$ cat src/rtl/pc_sequencer.sv
// Front-end PC generator.
// Produces the fetch address stream for instruction memory.
// The PC advances on accepted fetches and redirects on branch or flush.
// A misaligned redirect target parks the block in FAULT until a flush arrives.
module pc_sequencer #(
  parameter int unsigned                  ADDR_WIDTH = 32,
  parameter logic [ADDR_WIDTH-1:0]        RESET_PC   = 'h1C00_0000,
  parameter int unsigned                  FETCH_STEP = 4
) (
  input  logic                  clk,
  input  logic                  rst,
  input  logic                  stall,
  input  logic                  flush,
  input  logic [ADDR_WIDTH-1:0] flush_target_i,
  input  logic                  branch_flag_i,
  input  logic [ADDR_WIDTH-1:0] branch_target_i,
  input  logic                  mem_ready_i,
  output logic [ADDR_WIDTH-1:0] pc_o,
  output logic                  req_o,
  output logic                  fire_o,
  output logic                  adef_o,
  output logic [ADDR_WIDTH-1:0] adef_addr_o
);

  typedef enum logic [1:0] {BOOT, RUN, FAULT} state_e;

  state_e                state_q, state_d;
  logic [ADDR_WIDTH-1:0] pc_q, pc_d;
  logic [ADDR_WIDTH-1:0] adef_addr_q, adef_addr_d;
  logic [ADDR_WIDTH-1:0] tgt;
  logic                  tgt_mis;

  // Flush wins over branch; the losing branch is simply dropped.
  assign tgt     = flush ? flush_target_i : branch_target_i;
  assign tgt_mis = (tgt[1:0] != 2'b00);

  // The request is withdrawn in any cycle a redirect is being taken, so a
  // fetch never fires alongside a redirect.
  assign req_o       = (state_q == RUN) & ~flush & ~branch_flag_i;
  assign fire_o      = req_o & mem_ready_i & ~stall;
  assign pc_o        = pc_q;
  assign adef_o      = (state_q == FAULT);
  assign adef_addr_o = adef_addr_q;

  // Next-state, next-PC and fault-address selection.
  always_comb begin
    state_d     = state_q;
    pc_d        = pc_q;
    adef_addr_d = adef_addr_q;
    unique case (state_q)
      FAULT: begin
        // Only a flush can leave FAULT; branches are ignored here.
        if (flush) begin
          pc_d    = flush_target_i;
          state_d = tgt_mis ? FAULT : RUN;
          if (tgt_mis) adef_addr_d = flush_target_i;
        end
      end
      default: begin
        // BOOT and RUN share redirect handling; BOOT only differs in
        // having no request out, so it never advances.
        if (flush || branch_flag_i) begin
          pc_d    = tgt;
          state_d = tgt_mis ? FAULT : RUN;
          if (tgt_mis) adef_addr_d = tgt;
        end else begin
          if (fire_o) pc_d = pc_q + ADDR_WIDTH'(FETCH_STEP);
          state_d = RUN;
        end
      end
    endcase
  end

  // State and address registers; async reset returns to BOOT at RESET_PC.
  always_ff @(posedge clk or posedge rst) begin
    if (rst) begin
      state_q     <= BOOT;
      pc_q        <= RESET_PC;
      adef_addr_q <= '0;
    end else begin
      state_q     <= state_d;
      pc_q        <= pc_d;
      adef_addr_q <= adef_addr_d;
    end
  end

endmodule
$ cat config.mk
export PLATFORM = sky130hd
export DESIGN_NAME = pc_sequencer
export DESIGN_NICKNAME = d
export VERILOG_FILES = /design/src/rtl/pc_sequencer.sv
export SDC_FILE = /design/constraint.sdc
export NUM_CORES = 1
export LEC_CHECK = 0
export ABC_AREA = 0
export BUFFER_PORTS_ARGS = -buffer_cell sky130_fd_sc_hd__buf_4
export CORE_MARGIN = 2
export CORE_UTILIZATION = 50
export DETAILED_ROUTE_END_ITERATION = 8
export PLACE_DENSITY = 0.87
export SYNTH_ARGS = -nofsm -noshare
export SYNTH_HDL_FRONTEND = slang
export SYNTH_SLANG_ARGS = --single-unit
$ cat constraint.sdc
create_clock -name clk -period 2.45 [get_ports clk]
set_clock_uncertainty 0.15 [all_clocks]
set_input_delay 0.49 -clock clk [delete_from_list [all_inputs] [get_ports clk]]
set_output_delay 0.49 -clock clk [all_outputs]
set_load 0.05 [all_outputs]
* Word level (Yosys, flattened, before mapping) *
Cells that the tools add are included.

word-level totals
  input bits = 70
  logic and storage cells = 34
  output and inout bits = 67
  register bits after elaboration = 66

cells by class
  add/sub/neg operators = 1
  equal/unequal tests = 3
  multiplexer cells = 14
  reduce and logical (&&, ||, !) cells = 6
  bitwise gates (word level) = 7

operator list
  kind                                                              number
  32-bit 2-to-1 mux                                                 10
  32-bit by 3-bit adder with 32-bit output (second input constant)  1
  2-bit 2-to-1 mux                                                  4
  1-bit bitwise AND                                                 4
  2-bit nonzero test                                                2
  1-bit NOT                                                         3
  3-bit AND reduction                                               1
  3-bit nonzero test                                                1
  2-bit by 1-bit == test with 1-bit output (second input constant)  1
  2-bit == test (second input constant)                             1
  2-bit != test (second input constant)                             1
  2-bit AND reduction                                               1
  1-bit logical OR                                                  1

* Logic depth before layout (Yosys ltp) *
  depth in word-level cells = 8
  mapped depth = 8
  gate-level depth less buffers = 6

* Worst setup path after synthesis *
Ideal clock, no wire load.

  path kind = input-to-output
  start point = input port branch_flag_i
  end point = output port fire_o
  cell stages on the path = 4
  data arrival time = 3,190 ps
  data required time = 1,810 ps
  slack = -1,380 ps
  buffers on the path = 1
  path through = clkbuf_1 nor4b_1 nand2_1 inv_1

between the ends
  longest elaborated chain between the ends = 4

RTL lines
  what                             RTL line  source
  start, declared                  15        input logic branch_flag_i,
  1-bit NOT                        39        assign req_o = (state_q == RUN) & ~flush & ~branch_flag_i;
  1-bit bitwise AND                39
  net req_o                        19        output logic req_o,
  1-bit bitwise AND (2 in series)  40        assign fire_o = req_o & mem_ready_i & ~stall;
  end, declared                    20        output logic fire_o,

The timed path passes the listed nets, and every way through them passes these cells.

* Worst setup path after layout *
  start point = register state_q[1]
  end point = register pc_q[9] (netlist: pc_o[9])

between the ends
  longest elaborated chain between the ends = 7
  elaborated cells on any way between the ends = 10
  those cells by class = eq/ne: 3; mux: 1; bitwise: 4; reduce/logical: 2

RTL lines
  what                                      RTL line  source
  start, declared                           27        state_e state_q, state_d;
  start signal, assigned                    81        state_q <= state_d;
  2-bit by 1-bit == test with 1-bit output  39
  1-bit bitwise AND (2 in series)           39
  1-bit bitwise AND (2 in series)           40
  3-bit nonzero test (no source line)       -
  2-bit AND reduction (no source line)      -
  end signal, assigned                      82        pc_q <= pc_d;
  end, declared                             28        logic [ADDR_WIDTH-1:0] pc_q, pc_d;

Parallel ways exist; a longest one is shown, timed or not.
A chain may end at the register's enable or synchronous reset.

==> results.md <==
- Outcome: completed
- Number of max-cap violations: 0
- PortBufs: 136
- Initial DRC Count: 391
- Setup violators final: 0
- Sequential fraction of the synthesis area: 43.5%
- Mean Syn Cell Area: 8.23 um2
- Post-synthesis cell type count: 56
- CTS root buf: clkbuf_8
- Setup TNS Final: 0 ps
- Synthesis Warnings: 0
- Initial core utilization: 52.2%
- Sinks on Clock Net: 66
- Setup Fix Bufs, Post-CTS: 0
- Hold buffers post-CTS: 0
- FMAX: 449 MHz
- Kind of critical path: flop to flop
- Placed inst area: 5060 um2
- Largest net degree at the start of global routing: 45
- Reg area: 1660 um2
- Layout filler cell count: 591
- H-tree levels: 3
- Post-synth EDFFs: 0
- Detailed Place HPWL: 9.03 mm
- Period utilization: 90.9%
- Pwr Density: 792 nW/um2
- Final Max Slew Viols: 0
- Min cycle time layout: 2230 ps
- GRT Total Usage: 29.4%
- Worst endpoint required time: 2570 ps
- Share of cells above drive strength 1: 32.0%
- Antenna violations before repair: 0
- Worst-case reg-to-reg path depth: 7
- #FFs+latches synth: 66
- FF-to-FF Start: state_q[1]
- Syn Inst Count: 462
- Post-Route WL: 12.2 mm
- CTS tree: yes
- Chip Width: 91.2 um
- Leak: 2.37 nW
- Crit path launch type: flop
- # resized after CTS: 0
- Antenna diodes: 0
- Multi-input logic area: 2030 um2
- TritonCTS Buffers: 9
- Nets: 667
- Ys async rst share: 100%
- Hold WC Path Type: primary input to async pin
- Vias: 4,319
- Vias in the first global route: 4,180
- Critical path peak fanout: 23
- Maximum vdd drop: 460 uV
- WL/cell: 17.5 um
- CTS Buffer Depth: 2
- Final-report hold violation count: 0
- Setup crit end kind: flop
- Core area: 7290 um2
- Die height: 91.2 um
- Ports: 137
- Rel. slew slack: 68.5%
- Row count: 31
- Final Cell Area: 5240 um2
- RSZ-0062 raised after global routing: false
- DR DRC count: 0
- Pre-antenna DRT Iters: 5
- Worst-Margin Slew: 468 ps
- Die footprint: 8320 um2
- Synthesis-to-layout area growth: 37.9%
- Clk pin slew, worst setup/hold paths: 70 ps
- Gr ovfl total: 0
- First-pass GRT wire length: 19.9 mm
- Syn_nets: 533
- Antenna-violating nets left: 0
- GP Congestion: 0.934
- Synthesized area: 3800 um2
- Vias per std cell: 6.18
- Crit path DAT: 2340 ps
- Clk_lat worst skew: 340 ps
- R2R Setup Slk: 220 ps
- Most used flip-flop cell after synthesis: dfrtp_1
- Reg-to-reg endpoint: pc_o[9]
[cell usage in the layout, fill, tap and decap left out, drive strengths merged, types with 8 or more instances in the layout]
cell,n
nand2,94
a22oi,8
clkbuf,12
a31oi,40
dfrtp,63
nand3,14
buf,158
o21ai,53
a21oi,9
nor2,49
[metal layers]
metal | vias up | share of wire, % | routed length [um] | global-route usage, %
li1 | 1969 | - | - | -
met1 | 2056 | 40 | 4900 | 37.6
met2 | 255 | 48 | 5880 | 48.9
met3 | 39 | 9.0 | 1090 | 6.14
met4 | 0 | 2.7 | 332 | 11.5
met5 | - | 0 | 0 | 0
[how the worst max path moves through the flow]
stage / to / startpoint
final: pc_o[9] / state_q[1]
after global routing: pc_o[28] / pc_o[2]
after CTS: pc_o[9] / state_q[1]
after detailed placement: pc_o[28] / pc_o[2]
after global placement: pc_o[28] / stall
after floorplan: fire_o / flush
[area by class of cell]
type | instances | share of cell area [%]
Multi-Input combinational cell | 354 | 38.6
Sequential cell | 66 | 31.6
Timing Repair Buffer | 158 | 23.3
Clock buffer | 12 | 2.77
Tap cell | 99 | 2.36
Clock inverter | 3 | 0.764
Inverter | 7 | 0.573
[worst max-delay path, stage by stage (launching register included)]
cell	delay (ps)
dfrtp_1	420
nand2b_1	260
inv_2	110
or3_1	370
buf_4	230
nor4_1	350
a221oi_1	110
o2bb2ai_1	150
[registers in the layout, indices dropped and copies added, names as in the netlist]
signal and count:
state_q 2, pc_o 32, adef_addr_o 32
[stage by stage]
| stage | worst slack (ps) | power [mW] | utilization [%] | hold WS, ps | instances |
|---|---|---|---|---|---|
| floorplan | 10.2 | 2.63 | - | 457 | 462 |
| global placement | 329 | 3.22 | 69.4 | 353 | 684 |
| detailed placement | 239 | 3.26 | 69.4 | 350 | 684 |
| CTS | 231 | 4.15 | 71.9 | 7.17 | 699 |
| global route | 44.3 | 4.33 | 71.9 | 39.8 | 699 |
| finish | 223 | 4.15 | 71.9 | 2.19 | 699 |
[synthesized netlist by cell type (all sizes together) (3+ instances only)]
cell | number | share of area [%]
a22oi | 8 | 1.6
nand4 | 7 | 2.1
a221o | 3 | 0.79
nor4 | 6 | 1.4
o31a | 5 | 1.2
clkbuf | 24 | 2.4
inv | 7 | 0.69
o21ai | 53 | 7.0
a22o | 6 | 1.4
a21oi | 9 | 1.2
a211oi | 3 | 0.59
nor4b | 3 | 0.69
mux2i | 5 | 1.3
and3 | 5 | 0.86
or3 | 3 | 0.49
nor3 | 5 | 0.66
dfstp | 3 | 2.1
nand2 | 94 | 9.5
nand3 | 14 | 1.8
a31oi | 40 | 6.6
buf | 11 | 1.6
or4 | 3 | 0.59
dfrtp | 63 | 41
nor2 | 49 | 4.8
a221oi | 7 | 1.6
[kinds of logic after synthesis]
logic type | Yosys count | share of synthesized area (%)
multiplexers | 6 | 1.61
buffers and inverters | 42 | 4.70
AO/OA/AOI/OAI | 149 | 25.2
adder cells (fa/ha/maj) | 1 | 0.329
flip-flops | 66 | 43.5
AND/OR/NAND/NOR | 198 | 24.6
[power breakdown]
| group | internal, mW | total (mW) | switching [mW] | leakage, nW |
|---|---|---|---|---|
| clock | 0.490 | 0.904 | 0.414 | 0.0962 |
| combinational | 0.562 | 1.74 | 1.18 | 1.51 |
| sequential | 1.29 | 1.51 | 0.220 | 0.763 |
| total | 2.34 | 4.15 | 1.81 | 2.37 |
Note: power is estimated with default switching activity, not from simulation.
